===== src/rtl/cell_access_arbiter.sv =====
// ---------------------------------------------------------------------------
// cell_access_arbiter
//
// Shares one single-port cell position RAM (2-cycle read latency, word 0 holds
// the particle count) between two force-evaluation readers and one
// motion-update writer. After reset it fetches word 0 into a shadow
// particle_count register. It then grants at most one RAM access per cycle.
// The writer has priority. The two readers alternate round-robin. Each read is
// bounds-checked against the shadow count.
//
// Ports
//   clk, rst_n            clock (rising edge) and async active-low reset
//   rd0_req/rd0_addr      reader 0 level request + particle address
//   rd0_gnt               reader 0 accepted this cycle (combinational)
//   rd0_valid             rd_data belongs to reader 0 (3 cycles after grant)
//   rd1_*                 same set for reader 1
//   rd_data               shared read data, 0 when no valid or out of bounds
//   rd_oob                read was out of bounds (addr 0 or > particle_count)
//   wr_req/wr_addr/wr_data  writer level request, address, data
//   wr_gnt                write accepted this cycle (combinational)
//   mem_address/mem_data/mem_rden/mem_wren  registered RAM port drive
//   mem_q                 RAM read data
//   particle_count        shadow of RAM word 0 low bits
//   init_done             particle_count valid, arbitration enabled
// ---------------------------------------------------------------------------
module cell_access_arbiter #(
  parameter int DATA_WIDTH   = 96,
  parameter int ADDR_WIDTH   = 8,
  parameter int PARTICLE_NUM = 220
) (
  input  logic                  clk,
  input  logic                  rst_n,
  input  logic                  rd0_req,
  input  logic [ADDR_WIDTH-1:0] rd0_addr,
  output logic                  rd0_gnt,
  output logic                  rd0_valid,
  input  logic                  rd1_req,
  input  logic [ADDR_WIDTH-1:0] rd1_addr,
  output logic                  rd1_gnt,
  output logic                  rd1_valid,
  output logic [DATA_WIDTH-1:0] rd_data,
  output logic                  rd_oob,
  input  logic                  wr_req,
  input  logic [ADDR_WIDTH-1:0] wr_addr,
  input  logic [DATA_WIDTH-1:0] wr_data,
  output logic                  wr_gnt,
  output logic [ADDR_WIDTH-1:0] mem_address,
  output logic [DATA_WIDTH-1:0] mem_data,
  output logic                  mem_rden,
  output logic                  mem_wren,
  input  logic [DATA_WIDTH-1:0] mem_q,
  output logic [ADDR_WIDTH-1:0] particle_count,
  output logic                  init_done
);

  typedef enum logic [1:0] {
    INIT_RD    = 2'd0,
    INIT_WAIT  = 2'd1,
    INIT_LATCH = 2'd2,
    SERVE      = 2'd3
  } state_t;

  // One extra bit so depths up to 2**ADDR_WIDTH compare correctly.
  localparam logic [ADDR_WIDTH:0] DEPTH = (ADDR_WIDTH+1)'(PARTICLE_NUM);

  state_t                state_r;
  state_t                state_s;
  logic                  wait_cnt_r;
  logic                  rr_r;          // 0: reader 0 wins a tie, 1: reader 1 wins
  logic [2:0]            tag_valid_r;   // bit 2 is the oldest stage
  logic [2:0]            tag_id_r;
  logic [2:0]            tag_oob_r;

  logic                  serve_s;
  logic                  rd_slot_s;
  logic                  rd_gnt_s;
  logic [ADDR_WIDTH-1:0] rd_addr_s;
  logic                  rd_oob_s;
  logic                  wr_keep_s;

  // FSM state register and init wait counter.
  always_ff @(posedge clk or negedge rst_n) begin
    if (!rst_n) begin
      state_r    <= INIT_RD;
      wait_cnt_r <= 1'b0;
    end else begin
      state_r    <= state_s;
      wait_cnt_r <= (state_r == INIT_WAIT) ? ~wait_cnt_r : 1'b0;
    end
  end

  // FSM next state: one read of word 0, two wait cycles, latch, then serve.
  always_comb begin
    state_s = state_r;
    case (state_r)
      INIT_RD:    state_s = INIT_WAIT;
      INIT_WAIT: begin
        if (wait_cnt_r) begin
          state_s = INIT_LATCH;
        end else begin
          state_s = INIT_WAIT;
        end
      end
      INIT_LATCH: state_s = SERVE;
      SERVE:      state_s = SERVE;
      default:    state_s = INIT_RD;
    endcase
  end

  // Grant selection: writer first, then round-robin between the readers.
  always_comb begin
    serve_s   = (state_r == SERVE);
    wr_gnt    = serve_s & wr_req;
    rd_slot_s = serve_s & ~wr_req;
    rd0_gnt   = rd_slot_s & rd0_req & (~rd1_req | ~rr_r);
    rd1_gnt   = rd_slot_s & rd1_req & (~rd0_req |  rr_r);
    rd_gnt_s  = rd0_gnt | rd1_gnt;
    if (rd1_gnt) begin
      rd_addr_s = rd1_addr;
    end else begin
      rd_addr_s = rd0_addr;
    end
    // Word 0 is the count itself, not a particle.
    rd_oob_s  = (rd_addr_s == {ADDR_WIDTH{1'b0}}) || (rd_addr_s > particle_count);
    wr_keep_s = ({1'b0, wr_addr} < DEPTH);
  end

  // RAM port drive; address and data hold on idle cycles.
  always_ff @(posedge clk or negedge rst_n) begin
    if (!rst_n) begin
      mem_address <= {ADDR_WIDTH{1'b0}};
      mem_data    <= {DATA_WIDTH{1'b0}};
      mem_rden    <= 1'b0;
      mem_wren    <= 1'b0;
    end else if (state_r == INIT_RD) begin
      mem_address <= {ADDR_WIDTH{1'b0}};
      mem_rden    <= 1'b1;
      mem_wren    <= 1'b0;
    end else if (wr_gnt) begin
      mem_address <= wr_addr;
      mem_data    <= wr_data;
      mem_rden    <= 1'b0;
      mem_wren    <= wr_keep_s;
    end else if (rd_gnt_s) begin
      mem_address <= rd_addr_s;
      mem_rden    <= ~rd_oob_s;
      mem_wren    <= 1'b0;
    end else begin
      mem_rden    <= 1'b0;
      mem_wren    <= 1'b0;
    end
  end

  // Particle count shadow: loaded at init, refreshed by writes to word 0.
  always_ff @(posedge clk or negedge rst_n) begin
    if (!rst_n) begin
      particle_count <= {ADDR_WIDTH{1'b0}};
      init_done      <= 1'b0;
    end else if (state_r == INIT_LATCH) begin
      particle_count <= mem_q[ADDR_WIDTH-1:0];
      init_done      <= 1'b1;
    end else if (wr_gnt && (wr_addr == {ADDR_WIDTH{1'b0}})) begin
      particle_count <= wr_data[ADDR_WIDTH-1:0];
    end
  end

  // Round-robin pointer moves to the reader that did not just win.
  always_ff @(posedge clk or negedge rst_n) begin
    if (!rst_n) begin
      rr_r <= 1'b0;
    end else if (rd0_gnt) begin
      rr_r <= 1'b1;
    end else if (rd1_gnt) begin
      rr_r <= 1'b0;
    end
  end

  // Tag pipe aligns each read grant with mem_q three cycles later.
  always_ff @(posedge clk or negedge rst_n) begin
    if (!rst_n) begin
      tag_valid_r <= 3'b000;
      tag_id_r    <= 3'b000;
      tag_oob_r   <= 3'b000;
    end else begin
      tag_valid_r <= {tag_valid_r[1:0], rd_gnt_s};
      tag_id_r    <= {tag_id_r[1:0], rd1_gnt};
      tag_oob_r   <= {tag_oob_r[1:0], rd_gnt_s & rd_oob_s};
    end
  end

  // Read response decode from the oldest tag stage.
  always_comb begin
    rd0_valid = tag_valid_r[2] & ~tag_id_r[2];
    rd1_valid = tag_valid_r[2] &  tag_id_r[2];
    rd_oob    = tag_valid_r[2] &  tag_oob_r[2];
    if (tag_valid_r[2] && !tag_oob_r[2]) begin
      rd_data = mem_q;
    end else begin
      rd_data = {DATA_WIDTH{1'b0}};
    end
  end

endmodule


===== config.mk =====
export PLATFORM = sky130hd
export DESIGN_NAME = cell_access_arbiter
export DESIGN_NICKNAME = d
export VERILOG_FILES = /design/src/rtl/cell_access_arbiter.sv
export SDC_FILE = /design/constraint.sdc
export NUM_CORES = 1
export LEC_CHECK = 0
export ABC_AREA = 1
export CAP_MARGIN = 20
export CORE_AREA = 3 3 169 171
export CTS_CLUSTER_DIAMETER = 80
export DETAILED_ROUTE_END_ITERATION = 10
export DIE_AREA = 0 0 172 174
export SETUP_SLACK_MARGIN = 0.4
export SYNTH_ARGS = -nofsm -noshare
export SYNTH_HDL_FRONTEND = slang
export SYNTH_SLANG_ARGS = --single-unit
export TNS_END_PERCENT = 30

===== constraint.sdc =====
create_clock -name clk -period 2.76 [get_ports clk]
set_input_delay 0.414 -clock clk [delete_from_list [all_inputs] [get_ports clk]]
set_output_delay 0.414 -clock clk [all_outputs]
set_load 0.01 [all_outputs]

==> results.cfg, run 1 <==
[global_routing]
grt_overflow = 0
grt_max_degree = 113
antenna_found_initial = 1
grt_util_all_layers_pct = 17.4
grt_pass1_vias = 7020
grt_pass1_wl_um = 40400

[synth]
synth_edf_count = 0
synthDominantCellAreaShare_pct = 52.8
syn-mean-instance-area_um2 = 7.22
synth_area_mm2 = 0.00606
synth_nets = 1068
yosys.area.top_type = dfrtp_1
async_flop_share_pct = 100
syn_inst = 839
ys.flop_type = dfrtp_1
synthTopCellsByArea = dfrtp_1 (53%), nand2_1 (22%), inv_1 (8.9%)
yosysSeqAreaShare_pct = 52.8
ys_warn_count = 0
synth_cell_type_count = 24
synth-seq-cells = 128

[drt]
wl_per_cell_um = 16.6
vias = 6684
wl_um = 26900
final_antenna_net_count = 0
vias_per_cell = 4.12
route.detailed.drc = 0
drt-initial-drc-count = 217
dr.pass1.iters = 4

[clock_network]
cts_made_buffers = 17
cts_tree = built
cts_buffer_depth = 2
htree_levels = 4
cts.sinks = 128
cts_setup_buffers = 0
clk_pin_slew_ps = 70
clk_latency_ps = 420
cts-root-buf = clkbuf_16

[worst_setup_path]
cp.required_ps = 2350
startpoint_type = register
setup.worst_path.end_class = output pin
worstSetupEndpoint = rd_data[43]
slowest_delay_ps = 600
crit_chain = inv_1 -> or2_4 -> buf_12 -> nor2_1 -> clkdlybuf4s50_1
critical_path_class = reg -> out
critPathLaunch = tag_valid_r[2]
r2r_slack_ps = 630
r2r_start = state_r[1]
worst_ep_arrival_time_ps = 2050
worstPathMaxFanout = 28
regToRegEndpoint = mem_rden
slowest_stage = clkdlybuf4s50_1
rr_worst_depth = 14

[finish]
areaGrowthSynthToFinish_pct = 90.5
fill_cells = 2738
num_antenna_cells = 0
drive_gt1_share_pct = 4.13
finalNetCount = 1500

[placed_design]
gp_congestion = 0.893
hpwl_um = 20600
place_ws_ps = 164
place.port_buffers = 437

[timing]
rsz0062_at_grt = true
post-route-min-period_ps = 2460
finClkSkew_ps = 19.5
setup_tns_ps = 0
fmax_mhz = 406
worst_slack_ps = 298
tightest_slew_ps = 612
slew_headroom_pct = 59.1
hold_viol = 0
setup_violations = 0
slew_viol_final = 0
period_share_pct = 89.2

[pwr]
ir_drop_mv = 0.386
leakagePower_uw = 0.00619
p_per_area_mw_per_mm2 = 538

[floorplan]
die_y_um = 174
rows = 60
core_area_mm2 = 0.0270
die_w_um = 172
die-area_mm2 = 0.0299
num_io_pins = 438
start_util_pct = 22.4

[run]
drv_cap = 0

[worst_hold_path]
worstHoldPathCells = 0
hp-start = tag_id_r[1]
hp-class = reg -> reg

[outcome]
status = complete, no violations
-- worst min path at each step --
stage	slack, ps	end
floorplan	120	init_done
global placement	330	tag_valid_r[2]
detailed placement	330	tag_valid_r[2]
CTS	340	tag_id_r[2]
global route	350	tag_id_r[2]
finish	340	tag_id_r[2]
-- timing repair --
item,CTS,global route
resized for setup,28,22
endpoints found under the hold margin,12,0
gates cloned,2,0
setup endpoints to repair,96,73
pin swaps,1,0
hold buffers,1,0
-- placed cells by master, fill, tap and decap left out, types with 4 or more instances in the layout --
master and n:
clkdlybuf4s50_1 389, nand2_1 357, inv_1 144, dfrtp_1 126, nor2_1 108, dlygate4sd2_1 28, o21ai_0 25, dlymetal6s2s_1 19
clkbuf_16 17, o22ai_1 8, ha_1 8, nand3_1 6, buf_12 6, a21oi_1 5, inv_6 5, bufinv_16 4
clkinv_4 4, buf_4 4
-- per-stage QoR --
stage	hold slack, ps	instance area, um^2	total power [uW]	utilization (%)	std cells
5_1_grt	348	11500	6530	42.7	1624
6_report	336	11500	6210	42.7	1624
3_3_place_gp	332	10900	3830	40.2	1590
2_1_floorplan	118	6060	2700	-	839
4_1_cts	341	11500	6310	42.5	1624
3_5_place_dp	335	10900	3830	40.2	1590
-- power by group --
group	internal [uW]	switching, uW
Clock	1530	921
Sequential	2050	98.0
Combinational	878	737
Total	4450	1760
-- per-layer routing --
metal	vias to the layer above	GRT usage, %	part of all wire, %
li1	3302	-	-
met4	2	5.92	2.5
met5	-	0	0.048
met1	3050	19.7	39
met2	298	30.2	49
met3	32	6.28	9.6
-- final cells by class --
class / instances / area (um^2) / share of cell area (%)
Clock buffer: 17 / 425 / 3.68
Inverter: 145 / 546 / 4.72
Clock inverter: 14 / 204 / 1.77
Timing Repair Buffer: 448 / 4550 / 39.4
Multi-Input combinational cell: 531 / 2190 / 19.0
Tap cell: 341 / 427 / 3.70
Sequential cell: 128 / 3210 / 27.8
-- synthesized netlist by cell type, types with 2 or more instances --
master and instances:
buf_1 5, nand3_1 7, nor2_1 108, o21ai_0 25, o22ai_1 8, a21oi_1 5, nor4_1 2, nand2_1 357
inv_1 144, ha_1 8, dfrtp_1 128, clkbuf_1 24, buf_2 7
-- flip-flops by register name (all words and copies together) (netlist names) --
signal / count
mem_data: 96
mem_address: 8
particle_count: 8
tag_id_r: 3
tag_oob_r: 3
tag_valid_r: 3
state_r: 2
init_done: 1
mem_rden: 1
mem_wren: 1
rr_r: 1
wait_cnt_r: 1
-- cells by family (layout without fill, tap and decap cells) --
family | count (synthesis) | count (layout) | share of synthesized area [%]
adder cells (fa/ha/maj) | 8 | 8 | 1.65
flip-flops | 128 | 128 | 52.8
buffers and inverters | 182 | 624 | 11.5
AO/OA/AOI/OAI | 42 | 42 | 3.82
AND/OR/NAND/NOR | 479 | 481 | 30.1
-- critical path: cells and delay by family (launching register included) --
kind,cells,cell delay [ps]
buf+inv,3,870
flops,1,370
simple gates,2,400
Power figures use the tool's default switching activity.
==> run 2: changes to the inputs <==
- CORE_AREA: 3 3 169 171 -> 3 3 167 169
- CTS_BUF_LIST: default -> sky130_fd_sc_hd__clkbuf_8
- DIE_AREA: 0 0 172 174 -> 0 0 170 172
==> results.cfg, run 2 (synthesis gave the netlist of run 1 again) <==
[clock_network]
htree_levels = 4
cts_made_buffers = 17
cts.sinks = 128
clk_latency_ps = 430
cts_buffer_depth = 2
cts-root-buf = clkbuf_8
cts_tree = built
clk_pin_slew_ps = 90

[timing]
setup_violations = 0
hold_slack_ps = 353
period_share_pct = 91.7
slew_headroom_pct = 61.0
hold_viol = 0
fmax_mhz = 395
rsz0062_at_grt = true
setup_tns_ps = 0
tightest_slew_ps = 585
post-route-min-period_ps = 2530
slew_viol_final = 0
finClkSkew_ps = 18.3

[outcome]
status = complete, no violations

[worst_setup_path]
critical_path_class = reg -> out
setup.worst_path.end_class = output pin
cp.required_ps = 2350
worst_ep_arrival_time_ps = 2120
slowest_delay_ps = 570
startpoint_type = register
slowest_stage = clkdlybuf4s50_1
critPathTopFamily = buffers and inverters
worstPathMaxFanout = 45
critPathBufInv = 3
crit_chain = inv_1 -> or2_4 -> buf_12 -> nor2_1 -> clkdlybuf4s50_1

[pwr]
p_per_area_mw_per_mm2 = 480
leakagePower_uw = 0.00624
ir_drop_mv = 0.266

[floorplan]
num_io_pins = 438
start_util_pct = 22.7
core_area_mm2 = 0.0267
die_y_um = 172
rows = 60
die_w_um = 170
die-area_mm2 = 0.0292

[placed_design]
place.port_buffers = 437
gp_congestion = 0.948
dpl-instance-area_mm2 = 0.0108
hpwl_um = 20800

[finish]
num_antenna_cells = 0
finalNetCount = 1503
fill_cells = 2716
top_register = mem_data
largest_reg_flops = 96
layout_commonest_cell = clkdlybuf4s50_1
reg_top3 = mem_data: 96 flops, mem_address: 8 flops, particle_count: 8 flops
drive_gt1_share_pct = 4.35
areaGrowthSynthToFinish_pct = 87.1
fin_area_mm2 = 0.0113
final_cell_mix = clkdlybuf4s50_1 (378), nand2_1 (357), inv_1 (145), dfrtp_1 (126), nor2_1 (108)

[drt]
vias_per_cell = 4.17
drt-initial-drc-count = 268
wl_per_cell_um = 16.8
wl_um = 27300
vias = 6792
dr.pass1.iters = 4
route.detailed.drc = 0
final_antenna_net_count = 0

[global_routing]
antenna_found_initial = 1
grt_max_degree = 113
grt_pass1_vias = 7052
grt_pass1_wl_um = 40600
grt_util_all_layers_pct = 18.0
grt_overflow = 0

[run]
drv_cap = 0

[worst_hold_path]
hp-class = reg -> reg
run 2: changes by cell type in the layout (fill, tap and decap cells not counted), moves of 2 or more:
cell | before | now
clkbuf_16 | 17 | 0
clkbuf_8 | 0 | 17
clkdlybuf4s50_1 | 389 | 378
dlymetal6s2s_1 | 19 | 29
buf_4 | 4 | 10
clkinvlp_4 | 0 | 3
buf_12 | 6 | 4
bufinv_16 | 4 | 2
clkdlybuf4s15_1 | 0 | 2
or2_2 | 2 | 0
run 2: final cells by class:
class                      count  area, um^2  area share [%]
timing repair buffer         452        4580            40.4
sequential                   128        3210            28.3
multi-input combinational    530        2190            19.3
inverter                     145         546            4.81
tap                          341         427            3.76
clock buffer                  17         234            2.06
clock inverter                15         161            1.42
run 2: per-stage QoR:
step	worst slack, ps	utilization [%]	std cells	power, uW
CTS	175	42.1	1627	5550
global route	124	42.4	1628	5770
finish	229	42.4	1628	5440
floorplan	859	-	839	2700
detailed placement	123	40.6	1590	3830
global placement	199	40.6	1590	3830
run 2: timing repair:
action,CTS,global route
setup buffers,3,1
resized for setup,31,33
hold buffers,1,0
gates cloned,1,0
hold endpoints to repair,57,0
pin swaps,1,2
setup endpoints to repair,97,100
run 2: path summary, 6_finish.rpt:
| check | from | slack (ps) | depth (start not counted) | end |
|---|---|---|---|---|
| worst min-delay path | tag_oob_r[0] | 350 | 0 | tag_oob_r[1] |
| worst max register to register | rr_r | 690 | 16 | mem_rden |
| worst max-delay path | tag_valid_r[2] | 230 | 5 | rd_data[92] |
| min in group asynchronous | rst_n | 520 | 2 | mem_data[17] |
| worst min register to register | tag_oob_r[0] | 350 | 0 | tag_oob_r[1] |
| max in group asynchronous | rst_n | 1460 | 3 | state_r[0] |
run 2: metal layers:
metal	wire length, um	track usage, %	part of all wire, %	vias to the layer above
met5	13	0	0.048	-
met4	717	6.38	2.6	2
met2	13100	30.5	48	314
met1	10800	20.9	40	3134
met3	2630	6.68	9.7	33
li1	-	-	-	3309
run 2: power breakdown:
part / switching, uW / internal [uW]
sequential: 99.7 / 2050
combinational: 744 / 875
clock: 858 / 816
total: 1700 / 3740
